===== config.mk =====
export PLATFORM = sky130hd
export DESIGN_NAME = pwm_ramp_ctrl
export DESIGN_NICKNAME = d
export VERILOG_FILES = /design/src/rtl/pwm_ramp_ctrl_pkg.sv /design/src/rtl/divisor_tick.sv /design/src/rtl/pwm_ramp_ctrl.sv
export SDC_FILE = /design/constraint.sdc
export NUM_CORES = 1
export LEC_CHECK = 0
export CAP_MARGIN = 20
export CORE_UTILIZATION = 35
export DETAILED_ROUTE_END_ITERATION = 10
export DONT_BUFFER_PORTS = 1
export PLACE_DENSITY = 0.53
export SLEW_MARGIN = 20
export SYNTH_ARGS = -nofsm -noshare
export SYNTH_HDL_FRONTEND = slang
export SYNTH_SLANG_ARGS = --single-unit

===== constraint.sdc =====
create_clock -name reloj -period 2.8 [get_ports reloj]
set_input_delay 0.28 -clock reloj [delete_from_list [all_inputs] [get_ports reloj]]
set_output_delay 0.28 -clock reloj [all_outputs]
set_load 0.05 [all_outputs]

===== src/rtl/pwm_ramp_ctrl_pkg.sv =====
// Shared definitions for the PWM ramp controller: state encoding, level width
// and parameter defaults.
package pwm_ramp_ctrl_pkg;

    localparam int LVL_W          = 4;
    localparam int DIV_DEF        = 50000;
    localparam int STEP_TICKS_DEF = 4;

    typedef enum logic [1:0] {
        IDLE = 2'b00,
        UP   = 2'b01,
        DOWN = 2'b10
    } state_t;

endpackage


===== src/rtl/divisor_tick.sv =====
// Free-running prescaler: pulses tick for one cycle every DIV clock cycles.
// Reusable by any block that needs a slow enable.
module divisor_tick
    import pwm_ramp_ctrl_pkg::*;
#(
    parameter int DIV = DIV_DEF
) (
    input  logic reloj,
    input  logic reset,
    output logic tick
);

    localparam int PW = $clog2(DIV);

    logic [PW-1:0] cnt;

    assign tick = (cnt == PW'(DIV - 1));

    // NOTE: sequential state uses non-blocking assignments so every register
    // samples the pre-edge values of the others, independent of block order.
    always_ff @(posedge reloj) begin
        if (reset)
            cnt <= '0;
        else if (tick)
            cnt <= '0;
        else
            cnt <= cnt + PW'(1);
    end

endmodule


===== src/rtl/pwm_ramp_ctrl.sv =====
// PWM generator whose duty level ramps one step at a time toward a loaded
// target, changing only at PWM period boundaries.
module pwm_ramp_ctrl
    import pwm_ramp_ctrl_pkg::*;
#(
    parameter int DIV        = DIV_DEF,
    parameter int STEP_TICKS = STEP_TICKS_DEF
) (
    input  logic             reloj,
    input  logic             reset,
    input  logic [7:0]       Ocho,
    input  logic             carga,
    output logic             listo,
    output logic [LVL_W-1:0] nivel,
    output logic             pwm,
    output logic [1:0]       estado
);

    localparam int SW = (STEP_TICKS > 1) ? $clog2(STEP_TICKS) : 1;

    state_t           state, next_state;
    logic             tick;
    logic [LVL_W-1:0] period;
    logic [LVL_W-1:0] target;
    logic [SW-1:0]    step_cnt;
    logic             boundary, step_ev, load, ramp_start;
    logic             unused_low;

    assign unused_low = ^Ocho[3:0];

    divisor_tick #(.DIV(DIV)) u_div (
        .reloj (reloj),
        .reset (reset),
        .tick  (tick)
    );

    assign boundary   = tick && (period == {LVL_W{1'b1}});
    assign step_ev    = boundary && (step_cnt == SW'(STEP_TICKS - 1));
    assign load       = carga && listo;
    assign ramp_start = load && (next_state != IDLE);

    always_ff @(posedge reloj) begin
        if (reset)
            state <= IDLE;
        else
            state <= next_state;
    end

    // NOTE: every always_comb output gets a default first so no path leaves
    // it unassigned, which would otherwise infer a latch.
    always_comb begin
        next_state = state;
        case (state)
            IDLE: begin
                if (load) begin
                    if (Ocho[7:4] > nivel)
                        next_state = UP;
                    else if (Ocho[7:4] < nivel)
                        next_state = DOWN;
                end
            end
            UP, DOWN: begin
                if (nivel == target)
                    next_state = IDLE;
            end
            default: next_state = IDLE;
        endcase
    end

    always_comb begin
        listo  = (state == IDLE);
        estado = state;
    end

    always_ff @(posedge reloj) begin
        if (reset) begin
            period   <= '0;
            step_cnt <= '0;
            target   <= '0;
            nivel    <= '0;
            pwm      <= 1'b0;
        end else begin
            if (tick)
                period <= period + LVL_W'(1);

            if (ramp_start)
                step_cnt <= '0;
            else if (step_ev)
                step_cnt <= '0;
            else if (boundary)
                step_cnt <= step_cnt + SW'(1);

            if (load)
                target <= Ocho[7:4];

            // Level only moves on a step event, which always sits on a period boundary.
            if (step_ev && nivel != target) begin
                if (state == UP)
                    nivel <= nivel + LVL_W'(1);
                else if (state == DOWN)
                    nivel <= nivel - LVL_W'(1);
            end

            pwm <= (period < nivel);
        end
    end

endmodule


[Word-level counts from Yosys, hierarchy flattened]
Index checks and enable logic that the tools add are counted.
Word-level totals
  input port bits: 11
  register bits: 33
  output and inout port bits: 8
Cells by class
  equality and inequality tests: 7
  mux-type cells: 7
  order comparisons: 3
  add/subtract/negate cells: 5
  reductions and logical operators: 12
Operators with widths (count)
  $add 16x1->16 const B: 1
  $eq 16x16->1 const B: 1
  $add 4x1->4 const B: 2
  $lt 4x4->1: 2
  $mux 2: 4
  $mux 4: 2
  $logic_and 1x1->1: 5
  $eq 2x2->1 const B: 2
  $eq 4x4->1: 1
  $eq 4x4->1 const B: 1
  $gt 4x4->1: 1
  $ne 4x4->1: 1
  $pmux 2 s2: 1
  $reduce_bool 2->1: 2
  $reduce_or 2->1: 2
  $sub 4x1->4 const B: 1
  $reduce_or 3->1: 1
  $add 2x1->2 const B: 1
  $eq 2x1->1 const B: 1
  $logic_not 2->1: 1
  $reduce_and 2->1: 1

[Longest topological paths before layout]
  depth after elaboration: 8
  depth in mapped cells: 9
  gate-level depth less buffers: 9

[Modules after synthesis]
Synthesis repeated with hierarchy kept, for this count alone.
Second synthesis, totals
  cells, all modules: 195
  area, all modules: 1750.4 um^2
By module, submodules not included
  pwm_ramp_ctrl: cells an instance 114, area an instance 1039.7 um^2, times used 1, sequential area each 340.3 um^2
  divisor_tick: cells an instance 81, area an instance 710.7 um^2, times used 1, sequential area each 320.3 um^2

[Worst setup path after synthesis]
No wires, ideal clock.
  path type: register to register
  from: register state[1], in the netlist estado[1]
  to: register nivel[3]
  arrival time: 2.163 ns
  library setup time: 0.070 ns
  slack: 0.567 ns
  cell stages (with the launch flop): 10
  buffers on the path: 0
  cells stage by stage: dfxtp_1 inv_1 ha_1 inv_1 ha_1 a21o_1 a21oi_1 xnor2_1 or3_1 a21oi_1
Between the ends
  longest elaborated chain between the ends: 3
Ends and longest elaborated chain
  start, declared: line pwm_ramp_ctrl.sv:21  | state_t state, next_state;
  start signal, assigned: line pwm_ramp_ctrl.sv:46  | state <= next_state;
  $eq 2x1->1 or $eq 2x2->1 (tied branches): line pwm_ramp_ctrl.sv:98, pwm_ramp_ctrl.sv:100
  $reduce_bool 2->1 (no line)
  $reduce_and 2->1 (no line)
  end signal, assigned: line pwm_ramp_ctrl.sv:99  | nivel <= nivel + LVL_W'(1);
  end signal, assigned: line pwm_ramp_ctrl.sv:101  | nivel <= nivel - LVL_W'(1);
  end, declared: line pwm_ramp_ctrl.sv:14  | output logic [LVL_W-1:0] nivel,
Several ways; a longest one is shown, not always the timed one.
A chain may end at the register's enable or synchronous reset.

[Worst setup path after layout]
  from: register state[0], in the netlist estado[0]
  to: register nivel[3]
The elaborated chain is that of the path after synthesis.

==> impl_metrics.yaml <==
outcome:
  status: "completed"
global_routing:
  grt_pass1_vias: 1230
  grt_max_degree: 19
  overflow: 0
  grt_pass1_wl_mm: 5.69
  antenna_found_initial: 0
  grt_usage_pct: 14.5
clock_network:
  htree_num_levels: 2
  holdBufCountCts: 0
  cts_tree: "built"
  clkLatencyLatePin_ns: 0.29
  post_cts_buffers: 0
  clk_path_buf_depth: 2
  cts-root-buf: "clkbuf_8"
  clock-sinks: 33
  cts_buffers: 5
  clk_pin_slew_ns: 0.07
  cts-resized-gates: 0
detailed_routing:
  routed-via-count: 1295
  drtPass1Iterations: 6
  ant_nets: 0
  wirelength_mm: 3.26
  drc: 0
  wl_per_cell_um: 12.1
  avgViaCountPerCell: 4.80
  first_iter_violations: 36
power_and_ir_drop:
  p_total_mw: 0.984
  p_leak_nw: 0.793
  cellPowerDensity_mw_per_mm2: 504
  ir_drop_mv: 0.238
sta:
  max-slew-margin-rel_pct: 57.4
  min_period_over_period_pct: 69.8
  layout_setup_ws_ns: 0.846
  drv_slew: 0
  hold_slack_ns: 0.0509
  report.final.setup_viol: 0
  hold_viol_final: 0
  rsz0062_at_grt: "false"
  skew_ns: 0.00378
  max_freq_mhz: 512
  finalSetupTns_ns: 0
  period_needed_ns: 1.95
  tightest_slew_ns: 0.639
worst_setup_path:
  crit_path_cell_trace: "ha_1 > inv_1 > ha_1 > a21o_1 > a21oi_1 > xnor2_1 > or3_1 > a21oi_1"
  cp-end-kind: "flop"
  path_class: "reg2reg"
  critical-path-top-delay-family: "adder cells"
  crit_cells: 8
  r2r-end: "nivel[3]"
  reg2reg_from: "estado[0]"
  critical_path.max_stage_delay_ns: 0.41
  rrSetupSlack_ns: 0.85
  slowest_stage: "dfxtp_1"
  worstPathRequired_ns: 3.03
  reg2reg_depth: 8
  cp-start-kind: "flop"
  crit_buf_inv: 1
  crit_fanout: 6
  cp.arrival_ns: 2.18
worst_hold_path:
  min_to: "target[3]"
  hp-class: "in2reg"
  min_path_cells: 1
  hp-start: "reset"
final_layout:
  fin_area_sq_mm: 0.00195
  diodes: 0
  utilization_pct: 40.8
  drive_above_1_share_pct: 10.8
  syn2layout_area_growth_pct: 11.3
  fin_nets: 229
  final_cell_count_no_fill: 270
die:
  coreArea_sq_mm: 0.00479
  dieArea_sq_mm: 0.00530
  start_util_pct: 36.7
  dieHeight_um: 72.8
  dieWidth_um: 72.8
  row_count: 25
  io_pins: 19
synth:
  ys_seq_area_share_pct: 37.6
  synthCells: 194
  yosys_warnings: 0
  syn_area_sq_mm: 0.00176
  synth_fp_nets: 221
  yosysUniqueCellTypes: 37
  avgSynthCellArea_sq_um: 9.05
  synth-seq-cells: 33
place:
  hpwl_mm: 2.36
  dpl_cell_area_sq_mm: 0.00185
  place_ws_ns: 0.849
  gp_congestion: 0.725
  io_buffers: 0
  place_inst: 262
flow_run:
  cap_violations: 0
## logic make-up after synthesis
logic type	count (synthesis)	share of synthesized area (%)
muxes	3	1.71
AOI/OAI and AO/OA	26	9.77
buffers and inverters	16	4.35
and+or+nand+nor	78	23.7
DFF	33	37.6
adders and majority gates	16	11.8
xor gates and xnor gates	22	11.0
## worst max-delay path by stage
stage | startpoint | end | slack [ns]
after floorplan | estado[1] | nivel[3] | 0.57
after global placement | estado[0] | nivel[3] | 0.87
after detailed placement | u_div.cnt[0] | nivel[3] | 0.85
after CTS | estado[0] | nivel[3] | 0.83
after global routing | estado[0] | nivel[3] | 0.67
final | estado[0] | nivel[3] | 0.85
## state kept, by name, summed over array words and instances (netlist names)
name       flops
nivel          4
target         4
u_div.cnt     16
step_cnt       2
estado         2
pwm            1
period         4
## synthesized netlist by cell type
| master | n | area [sq um] |
|---|---|---|
| and2_2 | 1 | 7.51 |
| nand4_4 | 1 | 21.3 |
| or3_1 | 3 | 18.8 |
| nand4_1 | 2 | 12.5 |
| buf_2 | 1 | 5.00 |
| a221o_1 | 1 | 10.0 |
| fa_1 | 1 | 20.0 |
| and4b_1 | 1 | 10.0 |
| nor3_1 | 4 | 20.0 |
| and4bb_2 | 2 | 25.0 |
| buf_6 | 2 | 22.5 |
| nor2b_1 | 3 | 18.8 |
| o31ai_1 | 1 | 7.51 |
| and3_2 | 2 | 15.0 |
| a21o_1 | 3 | 22.5 |
| a211oi_1 | 4 | 30.0 |
| nand2_1 | 17 | 63.8 |
| o21a_1 | 1 | 7.51 |
| nand2b_1 | 2 | 12.5 |
| inv_1 | 10 | 37.5 |
| a21oi_1 | 9 | 45.0 |
| ha_1 | 15 | 188 |
| xnor2_1 | 8 | 70.1 |
| o41a_1 | 1 | 11.3 |
| a311oi_1 | 1 | 8.76 |
| and3_1 | 3 | 18.8 |
| nand3_1 | 10 | 50.1 |
| a32oi_1 | 1 | 8.76 |
| xor2_1 | 14 | 123 |
| o21ai_0 | 4 | 20.0 |
| clkbuf_1 | 3 | 11.3 |
| mux2i_1 | 3 | 30.0 |
| nand4b_1 | 1 | 8.76 |
| dfxtp_1 | 33 | 661 |
| nor2_1 | 24 | 90.1 |
| and4_1 | 1 | 8.76 |
| nor4b_2 | 1 | 15.0 |
## power by group
group | internal [mW] | switching [mW]
logic | 0.0334 | 0.0607
registers | 0.480 | 0.00873
clock network | 0.222 | 0.179
## area by class of cell
class | count | area (sq um)
inverters | 10 | 37.5
well taps | 67 | 83.8
fillers | 497 | 2830
clock buffers | 7 | 96.3
repair buffers | 7 | 52.6
flip-flops and latches | 33 | 661
clock inverters | 1 | 5.00
multi-input cells | 145 | 1020
## cell usage in the layout, fill, tap and decap left out, drive strengths merged
cell    count
dfxtp      33
nor2       24
nand2      17
ha         15
xor2       14
inv        10
nand3      10
a21oi       9
xnor2       8
clkbuf      7
buf         7
and3        5
a211oi      4
o21ai       4
nor3        4
mux2i       3
nor2b       3
a21o        3
or3         3
nand4       3
and4bb      2
nand2b      2
nor4b       1
nand4b      1
and4b       1
o41a        1
o21a        1
o31ai       1
a32oi       1
a221o       1
a311oi      1
and2        1
and4        1
fa          1
clkinv      1
## metal layers
layer | part of all wire, % | global-route usage, % | vias up
li1 | - | - | 682
met1 | 50 | 17.5 | 588
met2 | 44 | 22.5 | 20
met3 | 3.8 | 5.39 | 5
met4 | 1.5 | 7.19 | 0
met5 | 0 | 0 | -
## worst register-to-register path, stage by stage, from the launching register on
cell     delay (ns)
dfxtp_1        0.41
ha_1           0.23
inv_1          0.10
ha_1           0.28
a21o_1         0.17
a21oi_1        0.17
xnor2_1        0.09
or3_1          0.30
a21oi_1        0.14
No activity file was read; power rests on OpenSTA's default activity.
